### src/rtl/in_fm_fifo_to_tile_buf_pkg.sv
// Shared accelerator definitions for the input feature-map loader: tile sizing,
// bank count and the loader FSM encoding.
package in_fm_fifo_to_tile_buf_pkg;

    localparam int unsigned TM_DEF    = 8;
    localparam int unsigned TR_DEF    = 16;
    localparam int unsigned TC_DEF    = 8;
    localparam int unsigned TILE      = TM_DEF * TR_DEF * TC_DEF;
    localparam int unsigned NUM_BANKS = 2;

    typedef enum logic [2:0] {
        IDLE,
        WAIT_BANK,
        LOAD,
        FLUSH,
        DONE
    } state_t;

    function automatic int unsigned tile_words(input int unsigned tm, input int unsigned tr,
                                               input int unsigned tc);
        return tm * tr * tc;
    endfunction

endpackage

### src/rtl/sig_delay.sv
// Fixed-latency register chain: q is d delayed by D clocks, cleared on reset.
module sig_delay #(
    parameter int W = 1,
    parameter int D = 1
) (
    input  logic         clk,
    input  logic         rst,
    input  logic [W-1:0] d,
    output logic [W-1:0] q
);

    logic [D-1:0][W-1:0] vld_pipe;

    always_ff @(posedge clk or posedge rst) begin
        if (rst) begin
            vld_pipe <= '0;
        end else begin
            vld_pipe[0] <= d;
            for (int i = 1; i < D; i++) vld_pipe[i] <= vld_pipe[i-1];
        end
    end

    assign q = vld_pipe[D-1];

endmodule

### src/rtl/in_fm_fifo_to_tile_buf.sv
// Streams one tile of input feature-map words from the FIFO into a ping-pong
// tile buffer, tracking which bank holds a complete tile for the compute stage.
module in_fm_fifo_to_tile_buf
    import in_fm_fifo_to_tile_buf_pkg::*;
#(
    parameter int DW = 32,
    parameter int AW = 12,
    parameter int Tm = TM_DEF,
    parameter int Tr = TR_DEF,
    parameter int Tc = TC_DEF
) (
    input  logic                 clk,
    input  logic                 rst,
    input  logic                 start,
    output logic                 done,
    input  logic                 conv_tile_clean,
    output logic                 fifo_pop,
    input  logic                 fifo_empty,
    input  logic [DW-1:0]        data_from_fifo,
    output logic                 buf_wr_ena,
    output logic [AW-1:0]        buf_wr_addr,
    output logic [DW-1:0]        buf_wr_data,
    output logic [NUM_BANKS-1:0] bank_ready
);

    localparam int unsigned TILE_N = tile_words(Tm, Tr, Tc);
    localparam int          CW     = $clog2(TILE_N) + 1;

    state_t                 state, state_nxt;
    logic [CW-1:0]          pop_cnt, wr_cnt;
    logic                   wr_bank, rd_bank;
    logic [NUM_BANKS-1:0]   bank_ready_nxt;
    logic                   last_wr, clean_ok;

    assign fifo_pop = (state == LOAD) && !fifo_empty && (pop_cnt < CW'(TILE_N));
    assign done     = (state == DONE);
    assign last_wr  = buf_wr_ena && (wr_cnt == CW'(TILE_N - 1));
    assign clean_ok = conv_tile_clean && bank_ready[rd_bank];

    // Write side trails the pop by exactly one cycle, matching FIFO read latency.
    sig_delay #(.W(1), .D(1)) u_wr_dly (
        .clk (clk),
        .rst (rst),
        .d   (fifo_pop),
        .q   (buf_wr_ena)
    );

    assign buf_wr_addr = AW'(wr_bank) * AW'(TILE_N) + AW'(wr_cnt);
    assign buf_wr_data = buf_wr_ena ? data_from_fifo : '0;

    always_comb begin
        state_nxt = state;
        case (state)
            IDLE:      if (start) state_nxt = WAIT_BANK;
            WAIT_BANK: if (!bank_ready[wr_bank]) state_nxt = LOAD;
            LOAD:      if (fifo_pop && pop_cnt == CW'(TILE_N - 1)) state_nxt = FLUSH;
            // The last write lands in the first FLUSH cycle; leave as it commits.
            FLUSH:     if (last_wr || wr_cnt == CW'(TILE_N)) state_nxt = DONE;
            DONE:      state_nxt = IDLE;
            default:   state_nxt = IDLE;
        endcase
    end

    always_comb begin
        bank_ready_nxt = bank_ready;
        if (state == DONE) bank_ready_nxt[wr_bank] = 1'b1;
        if (clean_ok)      bank_ready_nxt[rd_bank] = 1'b0;
    end

    always_ff @(posedge clk or posedge rst) begin
        if (rst) begin
            state      <= IDLE;
            pop_cnt    <= '0;
            wr_cnt     <= '0;
            wr_bank    <= 1'b0;
            rd_bank    <= 1'b0;
            bank_ready <= '0;
        end else begin
            state      <= state_nxt;
            bank_ready <= bank_ready_nxt;
            if (state == IDLE && start) begin
                pop_cnt <= '0;
                wr_cnt  <= '0;
            end else begin
                if (fifo_pop)   pop_cnt <= pop_cnt + 1'b1;
                if (buf_wr_ena) wr_cnt  <= wr_cnt + 1'b1;
            end
            if (state == DONE) wr_bank <= ~wr_bank;
            if (clean_ok)      rd_bank <= ~rd_bank;
        end
    end

endmodule

### config.mk
export PLATFORM = sky130hd
export DESIGN_NAME = in_fm_fifo_to_tile_buf
export DESIGN_NICKNAME = d
export VERILOG_FILES = /design/src/rtl/in_fm_fifo_to_tile_buf_pkg.sv /design/src/rtl/sig_delay.sv /design/src/rtl/in_fm_fifo_to_tile_buf.sv
export SDC_FILE = /design/constraint.sdc
export NUM_CORES = 1
export LEC_CHECK = 0
export ABC_CLOCK_PERIOD_IN_PS = 1800
export BUFFER_PORTS_ARGS = -buffer_cell sky130_fd_sc_hd__buf_2
export CAP_MARGIN = 10
export CORE_MARGIN = 4
export CORE_UTILIZATION = 25
export DETAILED_ROUTE_END_ITERATION = 10
export PLACE_DENSITY = 0.56
export SYNTH_ARGS = -nofsm -noshare
export SYNTH_HDL_FRONTEND = slang
export SYNTH_SLANG_ARGS = --single-unit
### constraint.sdc
create_clock -name clk -period 1.8 [get_ports clk]
set_input_delay 0.27 -clock clk [delete_from_list [all_inputs] [get_ports clk]]
set_output_delay 0.27 -clock clk [all_outputs]
set_load 0.1 [all_outputs]
---- After elaboration in Yosys (flattened, before gate mapping) ----
Index checks and enable logic that the tools add are counted.
word-level totals
  bits in registers ....................... 30
  latch bits .............................. 0
  memory bits (writable) .................. 0
  bits in read-only memories .............. 0
  bits of input ports ..................... 37
  output and inout bits ................... 49
  word-level logic and storage cells ...... 65
  memories kept ........................... 0
operators by class
  $add $sub $neg .......................... 3
  multiply operators ...................... 0
  div/mod/pow operators ................... 0
  $lt $le $gt $ge ......................... 5
  equal/unequal tests ..................... 11
  shift-type cells ........................ 0
  muxes and demuxes ....................... 20
  bitwise gates (word level) .............. 5
  reduce and logical (&&, ||, !) cells .... 14
operator list
  operator                 count
  $mux W11                 4
  $mux W32                 1
  $add A11 B1 Y11 const B  2
  $eq A11 B10 Y1 const B   2
  $add A11 B11 Y12         1
  $mux W3                  4
  $pmux W3 S4              1
  $eq A11 B11 Y1 const B   1
  $lt A11 B11 Y1 const B   1
  $logic_and A1 B1 Y1      8
  $eq A3 B2 Y1 const B     2
  $mux W1                  6
  $ne A2 B2 Y1 const B     3
  $lt A1 B2 Y1 const B     2
  $mux W2                  2
  $reduce_and A4 Y1        1
  $reduce_bool A2 Y1       2
  $eq A3 B1 Y1 const B     1
  $eq A3 B3 Y1 const B     1
  $logic_not A3 Y1         1
  $and A2 B2 Y2            1
  $demux W1 S1             2
  $ge A1 B1 Y1 const B     2
  $ne A2 B1 Y1 const B     1
  5 further kinds          6

---- Logic depth before layout (Yosys ltp) ----
Gate-level depths: netlist (run 1).
  depth in word-level cells ............... 8
  depth in mapped cells ................... 5
  mapped depth without buffers ............ 5

---- Hierarchy ----
Synthesis (run 1) repeated with hierarchy kept, for this count alone.
second synthesis, totals
  cells, all modules ...................... 196
  area total of the unflattened synthesis .. 1786.7 µm²
by module, submodules not included
  module                  times used  cells an instance  area an instance (µm²)
  in_fm_fifo_to_tile_buf  1           194                1757.9
  sig_delay               1           2                  28.8

---- Worst setup path after synthesis (run 1) ----
No wires, ideal clock.
  kind .................................... register to register
  from .................................... register state[2]
  to ...................................... register pop_cnt[1]
  arrival ................................. 2.624 ns
  data required time ...................... 1.668 ns
  slack ................................... -0.956 ns
  cell stages (with the launch flop) ...... 6
  path buffers ............................ 1
  period minus slack after synthesis ...... 2.756 ns
  cell sequence ........................... dfrtp_1 > buf_6 > or3b_4 > nor2_1 > mux2i_1 > nor2_1
between the ends
  cells in the longest elaborated chain, start to end .. 4
  elaborated cells on any way between the ends .. 7
  classes of those cells .................. 1 x eq/ne; 1 x mux; 5 x reduce/logical
RTL lines
  what                               RTL line                      source
  start: declaration                 in_fm_fifo_to_tile_buf.sv:29  state_t state, state_nxt;
  start signal: assignment           in_fm_fifo_to_tile_buf.sv:79  state <= state_nxt;
  $eq A3 B2 Y1                       in_fm_fifo_to_tile_buf.sv:35  assign fifo_pop = (state == LOAD) && !fifo_empty && (pop_cnt < CW'(TILE_N));
  $logic_and A1 B1 Y1 (2 in series)  in_fm_fifo_to_tile_buf.sv:35
  net fifo_pop                       in_fm_fifo_to_tile_buf.sv:17  output logic fifo_pop,
  $reduce_bool A2 Y1 (no line)       -
  end signal: assignment             in_fm_fifo_to_tile_buf.sv:85  if (fifo_pop) pop_cnt <= pop_cnt + 1'b1;
  end: declaration                   in_fm_fifo_to_tile_buf.sv:30  logic [CW-1:0] pop_cnt, wr_cnt;
The timed path passes the listed nets, and every way through them passes these cells.
A chain may end at the register's enable or synchronous reset.

---- Final worst setup path (run 1) ----
  from .................................... register state[0]
  to ...................................... register pop_cnt[9]
between the ends
  cells in the longest elaborated chain, start to end .. 4
  elaborated cells on any way between the ends .. 7
  classes of those cells .................. 1 x eq/ne; 1 x mux; 5 x reduce/logical
RTL lines
  what                               RTL line
  $eq A3 B2 Y1                       in_fm_fifo_to_tile_buf.sv:35
  $logic_and A1 B1 Y1 (2 in series)  in_fm_fifo_to_tile_buf.sv:35
  $reduce_bool A2 Y1 (no line)       -
Parallel ways exist; a longest one is shown, timed or not.

==> results of run 1 <==
[sequential cells by signal, indices dropped and copies added (netlist names)]
signal / flops
pop_cnt: 11
wr_cnt: 11
state: 3
bank_ready: 2
rd_bank: 1
u_wr_dly.q: 1
wr_bank: 1
[synthesized netlist by cell type (2+ instances only)]
library cell  count  share of area, %
and4_1            3               1.5
inv_1             7               1.5
nor4_1            3               1.1
nand3_1           7               2.0
xor2_1           10               4.9
and3_1            2              0.70
nor3_1            2              0.56
xnor2_1           9               4.4
clkbuf_1          6               1.3
a21oi_1           3              0.84
nand2_1           8               1.7
and2_1           32                11
nor2_1           26               5.5
nor4b_1           4               2.0
nand4_1           6               2.1
or3_1             2              0.70
ha_1              4               2.8
buf_4            10               4.2
dfrtp_1          30                42
mux2i_1           3               1.7
a31oi_1           4               1.4
nor3b_1           2              0.84
[cells in the final DEF, fill, tap and decap left out, types with 5 or more instances in the layout]
master     n
buf_4     12
nor2_1    24
xnor2_1    9
and2_4    30
nand3_1    7
buf_2     51
dfrtp_1   29
xor2_1    10
buf_12    34
nand4_1    6
inv_1      7
clkbuf_8   5
nand2_1    8
[critical path, stage by stage, from the launching register on]
cell and delay [ps]:
dfrtp_1 380, or3b_4 430, or3_4 390, or3_1 350
a21oi_1 140
[cell type report]
type | instances | area share [%]
timing repair buffer | 98 | 34.43
multi-input combinational | 139 | 32.93
sequential | 30 | 25.04
tap | 96 | 3.987
clock buffer | 6 | 2.409
inverter | 7 | 0.8721
clock inverter | 2 | 0.3322
[where the power goes]
part	total (mW)	internal [mW]	switching [mW]
combinational	1.78	0.455	1.33
clock	0.516	0.267	0.248
sequential	1.10	0.855	0.241
[final timing paths]
| path | start | to | slack [ps] | depth (start not counted) |
|---|---|---|---|---|
| min in group clk | conv_tile_clean | rd_bank$_DFFE_PP0P_ | 220 | 2 |
| max | state[0]$_DFFE_PP0P_ | pop_cnt[9]$_DFFE_PP0P_ | 40 | 4 |
| max in group asynchronous | rst | u_wr_dly.q$_DFF_PP0_ | 1430 | 3 |
| min | rst | wr_cnt[7]$_DFFE_PP0P_ | 60 | 3 |
| max reg2reg | state[0]$_DFFE_PP0P_ | pop_cnt[9]$_DFFE_PP0P_ | 40 | 4 |
| min reg2reg | rd_bank$_DFFE_PP0P_ | rd_bank$_DFFE_PP0P_ | 520 | 1 |
[per-stage QoR]
stage,area (um2),hold WS (ps),TNS (ps)
CTS,3004,69.04,0
floorplan,1872,360.8,-69.01
finish,3013,58.78,0
detailed placement,2922,371.8,0
global route,3013,110.0,-12.80
global placement,2922,368.2,0
[metal layers]
layer | share of wire [%] | up-vias | GRT usage, % | routed length (um)
met5 | 0 | - | 0 | 0
met4 | 0.75 | 0 | 3.342 | 37
met3 | 3.9 | 5 | 2.762 | 192
met2 | 53 | 28 | 20.00 | 2641
met1 | 42 | 757 | 14.81 | 2081
li1 | - | 815 | - | -
[timing repair]
item	in CTS	in global routing
pin swaps	1	2
setup endpoints to repair	1	4
resized for setup	0	3
setup buffers	1	0
[cell families after synthesis]
kind of cell	count (synthesis)	share of synthesized area, %
and+or+nand+nor	102	32.44
DFF	30	42.13
buffers and inverters	24	7.584
xor gates and xnor gates	19	9.340
AOI/OAI and AO/OA	11	4.002
adders and majority gates	4	2.809
muxes	3	1.685
==> reports/qor.txt, run 1 <==
Starting Density: 25.94%
Slew headroom: 66.79%
FF/Latch Area: 754.5 um2
largest net degree at the start of global routing: 31
Post-Syn Nets: 234
Die Y: 92.42 um
maximum clock rate: 569.0 MHz
final count of pins violating max slew: 0
EDFF count, synth: 0
Crit. End Element: flip-flop
Placed Instances: 370
crit path max fanout: 4
chip width: 92.42 um
#FFs+latches synth: 30
layout filler cell count: 673
Worst Path Arrival: 1960 ps
drt via density: 4.246
vias in the first global route: 1,581
Max Buffers Root-to-Sink: 2
Nets: 322
# setup viols final: 0
DIE AREA: 8541 um2
Initial DRT Pass Iterations: 4
worst slack, placed: 69.54 ps
TritonCTS buffer count: 5
Clk Latency, worst-skew pair: 280 ps
antenna-violating nets left: 0
Min-Delay Path Class: in -> async
diodes inserted: 0
clock-pin slew on the worst setup and hold paths: 70 ps
root buf cell: clkbuf_8
share of synthesized flip-flops with an asynchronous set or reset: 100.0%
first-pass GRT wire length: 8004 um
hpwl dp: 3973 um
share of cells above drive strength 1: 51.06%
Global Route Usage Sum: 11.76%
FP Rows: 30
io pins: 86
core outline area: 6869 um2
Post-Syn Area: 1782 um2
min cycle time layout: 1758 ps
DR vias: 1,605
Residual DRC: 0
multi-input combinational cell area: 992.2 um2
Period Utilization, post-route: 97.64%
Routed WL: 4952 um
CP startpoint kind: flip-flop
RSZ-0062 raised after global routing: yes
CP Data Required Time: 2000 ps
fin cells: 378
Crit Path Class: reg -> reg
grt total ovfl: 0
total power: 3.395 mW
Ys Warns: 0
status: completed
clock skew: 6.142 ps
Hold Buf Count CTS: 0
post-synthesis cell type count: 32
PwrDens: 1127 nW/um2
Setup WS post-layout: 42.46 ps
sequential element share of the synthesized area: 42.13%
Avg WL per Cell: 13.10 um
Worst VDD drop: 0.4201 mV
mean post-synth cell area: 9.232 um2
routability cong.: 0.7875
area grow syn2layout: 69.10%
# clock sinks: 30
Syn Inst Count: 193
final count of hold timing violations: 0
H-tree depth: 2
initial antenna violation count: 0
Leakage: 1.382 nW
# port buffers: 85
final core occ: 43.86%
CTS tree: done
MaxCap Viol Count: 0
worst-margin pin slew: 501.7 ps
DR iter-0 viols: 38
Top FF cell, synth: dfrtp_1
Power figures use the tool's default switching activity.
==> run 2, diff against run 1 <==
--- a/config.mk
+++ b/config.mk
@@ -11,7 +11,6 @@
 export CORE_MARGIN = 4
 export CORE_UTILIZATION = 25
 export DETAILED_ROUTE_END_ITERATION = 10
-export PLACE_DENSITY = 0.56
 export SYNTH_ARGS = -nofsm -noshare
 export SYNTH_HDL_FRONTEND = slang
 export SYNTH_SLANG_ARGS = --single-unit
==> reports/qor.txt, run 2 (same netlist as run 1, synthesis figures left out) <==
Crit Path Class: reg -> reg
Routed WL: 4985 um
# port buffers: 85
worst-case reg-to-reg path depth: 4
Residual DRC: 0
diodes inserted: 0
Hold Buf Count CTS: 0
crit path to: pop_cnt[9]$_DFFE_PP0P_
final count of pins violating max slew: 0
largest net degree at the start of global routing: 31
TritonCTS buffer count: 5
# clock sinks: 30
DR iter-0 viols: 35
drt via density: 4.405
Worst Path Arrival: 1950 ps
fin cells: 378
root buf cell: clkbuf_8
clock-pin slew on the worst setup and hold paths: 70 ps
clock skew: 4.164 ps
initial antenna violation count: 0
PwrDens: 1147 nW/um2
io pins: 86
vias in the first global route: 1,604
Placed Instances: 369
Worst Hold Slack: 54.22 ps
DR vias: 1,665
grt total ovfl: 0
min cycle time layout: 1736 ps
Die Y: 92.42 um
area grow syn2layout: 69.59%
FP Rows: 30
first-pass GRT wire length: 7852 um
Gate power share: 51.8%
CP Data Required Time: 2010 ps
most common cell after layout, fill and taps aside: buf_2
H-tree depth: 2
crit path launch: state[0]$_DFFE_PP0P_
Clk network pwr share: 16.4%
Initial DRT Pass Iterations: 4
Worst VDD drop: 0.4289 mV
Min-Delay Path Class: in -> async
core outline area: 6869 um2
Period Utilization, post-route: 96.44%
biggest registers after layout: pop_cnt (11), wr_cnt (11), state (3)
crit-path cells: or3b_4, or3_4, or3_4, a21oi_2
Most common cell on crit path: or3_4
final core occ: 43.99%
DIE AREA: 8541 um2
worst-margin pin slew: 500.9 ps
Crit. End Element: flip-flop
FF-to-FF Start: state[0]$_DFFE_PP0P_
routability cong.: 0.7885
final count of hold timing violations: 0
Starting Density: 25.94%
# setup viols final: 0
Setup WS post-layout: 64.13 ps
switch share: 53.25%
sw power: 1.846 mW
delay-heaviest family, CP: simple AND/OR/NAND/NOR gates
antenna-violating nets left: 0
flop2flop setup slack: 60 ps
share of cells above drive strength 1: 51.42%
status: completed
CTS tree: done
most frequent cells in the layout: 51 x buf_2, 34 x buf_12, 30 x and2_4, 29 x dfrtp_1, 25 x nor2_1
Sequential Power Share: 31.8%
Worst Path Buf+Inv: 0
hpwl dp: 3892 um
Max stage delay cell, worst path: or3b_4
Global Route Usage Sum: 11.47%
RSZ-0062 raised after global routing: no
CP peak stage delay: 430 ps
maximum clock rate: 576.1 MHz
R2R Path End: pop_cnt[9]$_DFFE_PP0P_
CP startpoint kind: flip-flop
Max Buffers Root-to-Sink: 2
MaxCap Viol Count: 0
crit path max fanout: 4
chip width: 92.42 um
Leakage: 1.386 nW
Avg WL per Cell: 13.19 um
Pint: 1.621 mW
WP depth: 4
Clk Latency, worst-skew pair: 280 ps
layout filler cell count: 660
Slew headroom: 66.84%
Nets: 322
worst slack, placed: 85.91 ps
## run 2: changes by cell type in the layout (fill, tap and decap cells not counted), sizes merged
cell and delta:
clkbuf +1, clkinv -1
## run 2: layout make-up
cell class	instances	area, um2	share of cell area, %
clock buffer	7	86.33	2.857
sequential	30	754.5	24.97
tap	96	120.1	3.975
timing repair buffer	98	1033	34.20
multi-input combinational	139	996.0	32.96
clock inverter	1	5.005	0.1656
inverter	7	26.28	0.8696
## run 2: per-layer routing
layer | share of wire (%) | wire length [um] | track usage [%]
met5 | 0 | 0 | 0
met1 | 42 | 2085 | 14.21
met3 | 5.3 | 266 | 3.006
met4 | 0.50 | 25 | 2.723
met2 | 52 | 2607 | 19.82
## run 2: power groups by stage
stage               clock network (mW)  registers, mW  logic (mW)
floorplan                            0           1.06        1.59
global placement                     0           1.10        1.78
detailed placement                   0           1.11        1.81
CTS                              0.581           1.10        1.81
global route                     0.616           1.14        1.90
finish                           0.567           1.10        1.80
## run 2: worst min path at each step
| stage | start | end | slack, ps | cells after the start |
|---|---|---|---|---|
| finish | rst | wr_cnt[8]$_DFFE_PP0P_ | 50 | 3 |
| floorplan | rst | bank_ready[0]$_DFF_PP0_ | 360 | 1 |
| detailed placement | rst | wr_cnt[8]$_DFFE_PP0P_ | 370 | 3 |
| CTS | rst | wr_cnt[3]$_DFFE_PP0P_ | 70 | 3 |
| global route | rst | wr_cnt[8]$_DFFE_PP0P_ | 90 | 3 |
| global placement | rst | wr_cnt[7]$_DFFE_PP0P_ | 370 | 3 |
## run 2: per-stage QoR
step / power [mW] / setup TNS (ps) / area [um2]
CTS: 3.493 / 0 / 3005
global route: 3.663 / 0 / 3022
floorplan: 2.644 / -69.01 / 1872
detailed placement: 2.919 / 0 / 2914
global placement: 2.884 / 0 / 2914
finish: 3.466 / 0 / 3022
## run 2: timing repair
| item | in CTS | in global routing |
|---|---|---|
| buffers inserted | 1 | 1 |
| setup endpoints to repair | 1 | 1 |
| pin swaps | 1 | 4 |
| gates resized for setup | 0 | 2 |
## run 2: worst register-to-register path, delay by kind of cell (launching register included)
kind / cells / cell delay (ps)
AND/OR/NAND/NOR: 3 / 1180
flip-flops: 1 / 380
AO/OA/AOI/OAI: 1 / 110
==> run 3, diff against run 2 <==
--- a/config.mk
+++ b/config.mk
@@ -10,7 +10,9 @@
 export CAP_MARGIN = 10
 export CORE_MARGIN = 4
 export CORE_UTILIZATION = 25
+export CTS_BUF_LIST = sky130_fd_sc_hd__clkbuf_8
 export DETAILED_ROUTE_END_ITERATION = 10
+export SKIP_LAST_GASP = 1
 export SYNTH_ARGS = -nofsm -noshare
 export SYNTH_HDL_FRONTEND = slang
 export SYNTH_SLANG_ARGS = --single-unit
==> reports/qor.txt, run 3 (same netlist as run 1, synthesis figures left out) <==
status: completed
PwrDens: 1145 nW/um2
diodes inserted: 0
hpwl dp: 3892 um
Nets: 322
Min-Delay Path Class: in -> async
most frequent cells in the layout: 51 x buf_2, 34 x buf_12, 30 x and2_4, 29 x dfrtp_1, 25 x nor2_1
io pins: 86
# clock sinks: 30
DR iter-0 viols: 35
CTS tree: done
Crit Path Class: reg -> reg
antenna-violating nets left: 0
Leakage: 1.390 nW
Crit. End Element: flip-flop
min cycle time layout: 1736 ps
H-tree depth: 2
Initial DRT Pass Iterations: 4
CP startpoint kind: flip-flop
Worst VDD drop: 0.4289 mV
Most common cell on crit path: or3_4
Pint: 1.615 mW
share of cells above drive strength 1: 51.42%
area grow syn2layout: 69.59%
placed cell area: 2914 um2
initial antenna violation count: 0
Gate power share: 51.9%
grt total ovfl: 0
switch share: 53.34%
crit path max fanout: 4
final count of hold timing violations: 0
root buf cell: clkbuf_8
sw power: 1.846 mW
Final Cell Area: 3022 um2
Worst Path Arrival: 1950 ps
most common cell after layout, fill and taps aside: buf_2
chip width: 92.42 um
CP Data Required Time: 2010 ps
FP Rows: 30
Sequential Power Share: 31.9%
maximum clock rate: 576.2 MHz
Routed WL: 4985 um
Global Route Usage Sum: 11.47%
worst-margin pin slew: 500.9 ps
DIE AREA: 8541 um2
vias in the first global route: 1,604
drt via density: 4.405
biggest registers after layout: pop_cnt (11), wr_cnt (11), state (3)
clock-pin slew on the worst setup and hold paths: 70 ps
RSZ-0062 raised after global routing: no
Residual DRC: 0
Clk Latency, worst-skew pair: 280 ps
core outline area: 6869 um2
layout filler cell count: 660
TritonCTS buffer count: 5
final count of pins violating max slew: 0
first-pass GRT wire length: 7852 um
Starting Density: 25.94%
MaxCap Viol Count: 0
# port buffers: 85
Max Buffers Root-to-Sink: 2
Slew headroom: 66.84%
# setup viols final: 0
Final TNS setup: 0 ps
CP peak stage delay: 430 ps
clock skew: 4.164 ps
crit-path cells: or3b_4, or3_4, or3_4, a21oi_2
Hold Buf Count CTS: 0
Die Y: 92.42 um
Max stage delay cell, worst path: or3b_4
Avg WL per Cell: 13.19 um
final core occ: 43.99%
routability cong.: 0.7885
Clk network pwr share: 16.2%
Period Utilization, post-route: 96.42%
largest net degree at the start of global routing: 31
DR vias: 1,665
==> run 3: cell count changes in the layout (fill, tap and decap cells not counted) <==
cell / delta
clkbuf_1: -1
inv_1: +1
==> run 3: area by class of cell <==
cell class                      count  area, um2  area share, %
Clock buffer                        6      82.58          2.733
Clock inverter                      2      8.758         0.2899
Inverter                            7      26.28         0.8696
Multi-Input combinational cell    139      996.0          32.96
Sequential cell                    30      754.5          24.97
Tap cell                           96      120.1          3.975
Timing Repair Buffer               98       1033          34.20
==> run 3: through the flow <==
stage               instances  total power, mW  worst slack [ps]  hold WS (ps)
floorplan                 193            2.644            -48.60         360.8
global placement          369            2.884             111.4         373.8
detailed placement        369            2.919             85.91         371.7
CTS                       377            3.488             34.37         68.76
global route              378            3.657             2.980         92.80
finish                    378            3.461             64.38         53.95
==> run 3: critical path, delay by kind of cell (launching register included) <==
family          cells  cell delay [ps]
simple gates        3             1180
compound gates      1              110
flops               1              380
==> run 3: routing by layer <==
layer | global-route usage (%) | wire length, um
met3 | 3.006 | 266
met5 | 0 | 0
met4 | 2.723 | 25
met1 | 14.21 | 2085
met2 | 19.82 | 2607
==> run 3: path summary, 6_finish.rpt <==
path / startpoint / to / slack, ps / cells after the start
max: state[0]$_DFFE_PP0P_ / pop_cnt[9]$_DFFE_PP0P_ / 60 / 4
min: rst / wr_cnt[8]$_DFFE_PP0P_ / 50 / 3
max reg2reg: state[0]$_DFFE_PP0P_ / pop_cnt[9]$_DFFE_PP0P_ / 60 / 4
min reg2reg: rd_bank$_DFFE_PP0P_ / rd_bank$_DFFE_PP0P_ / 510 / 1
max in group asynchronous: rst / u_wr_dly.q$_DFF_PP0_ / 1420 / 3
min in group clk: conv_tile_clean / rd_bank$_DFFE_PP0P_ / 230 / 2
==> run 3: repair_timing <==
item | 4_1_cts | 5_1_grt
buffers inserted | 1 | 1
endpoints found under the hold margin | 0 | 0
setup endpoints to repair | 1 | 1
resized for setup | 0 | 2
pin swaps | 1 | 4
==> run 3: power by group through the flow <==
| stage | clock network, mW | registers [mW] | logic [mW] |
|---|---|---|---|
| after floorplan | 0 | 1.06 | 1.59 |
| after global placement | 0 | 1.10 | 1.78 |
| after detailed placement | 0 | 1.11 | 1.81 |
| after CTS | 0.575 | 1.10 | 1.81 |
| after global routing | 0.611 | 1.14 | 1.90 |
| final | 0.561 | 1.10 | 1.80 |
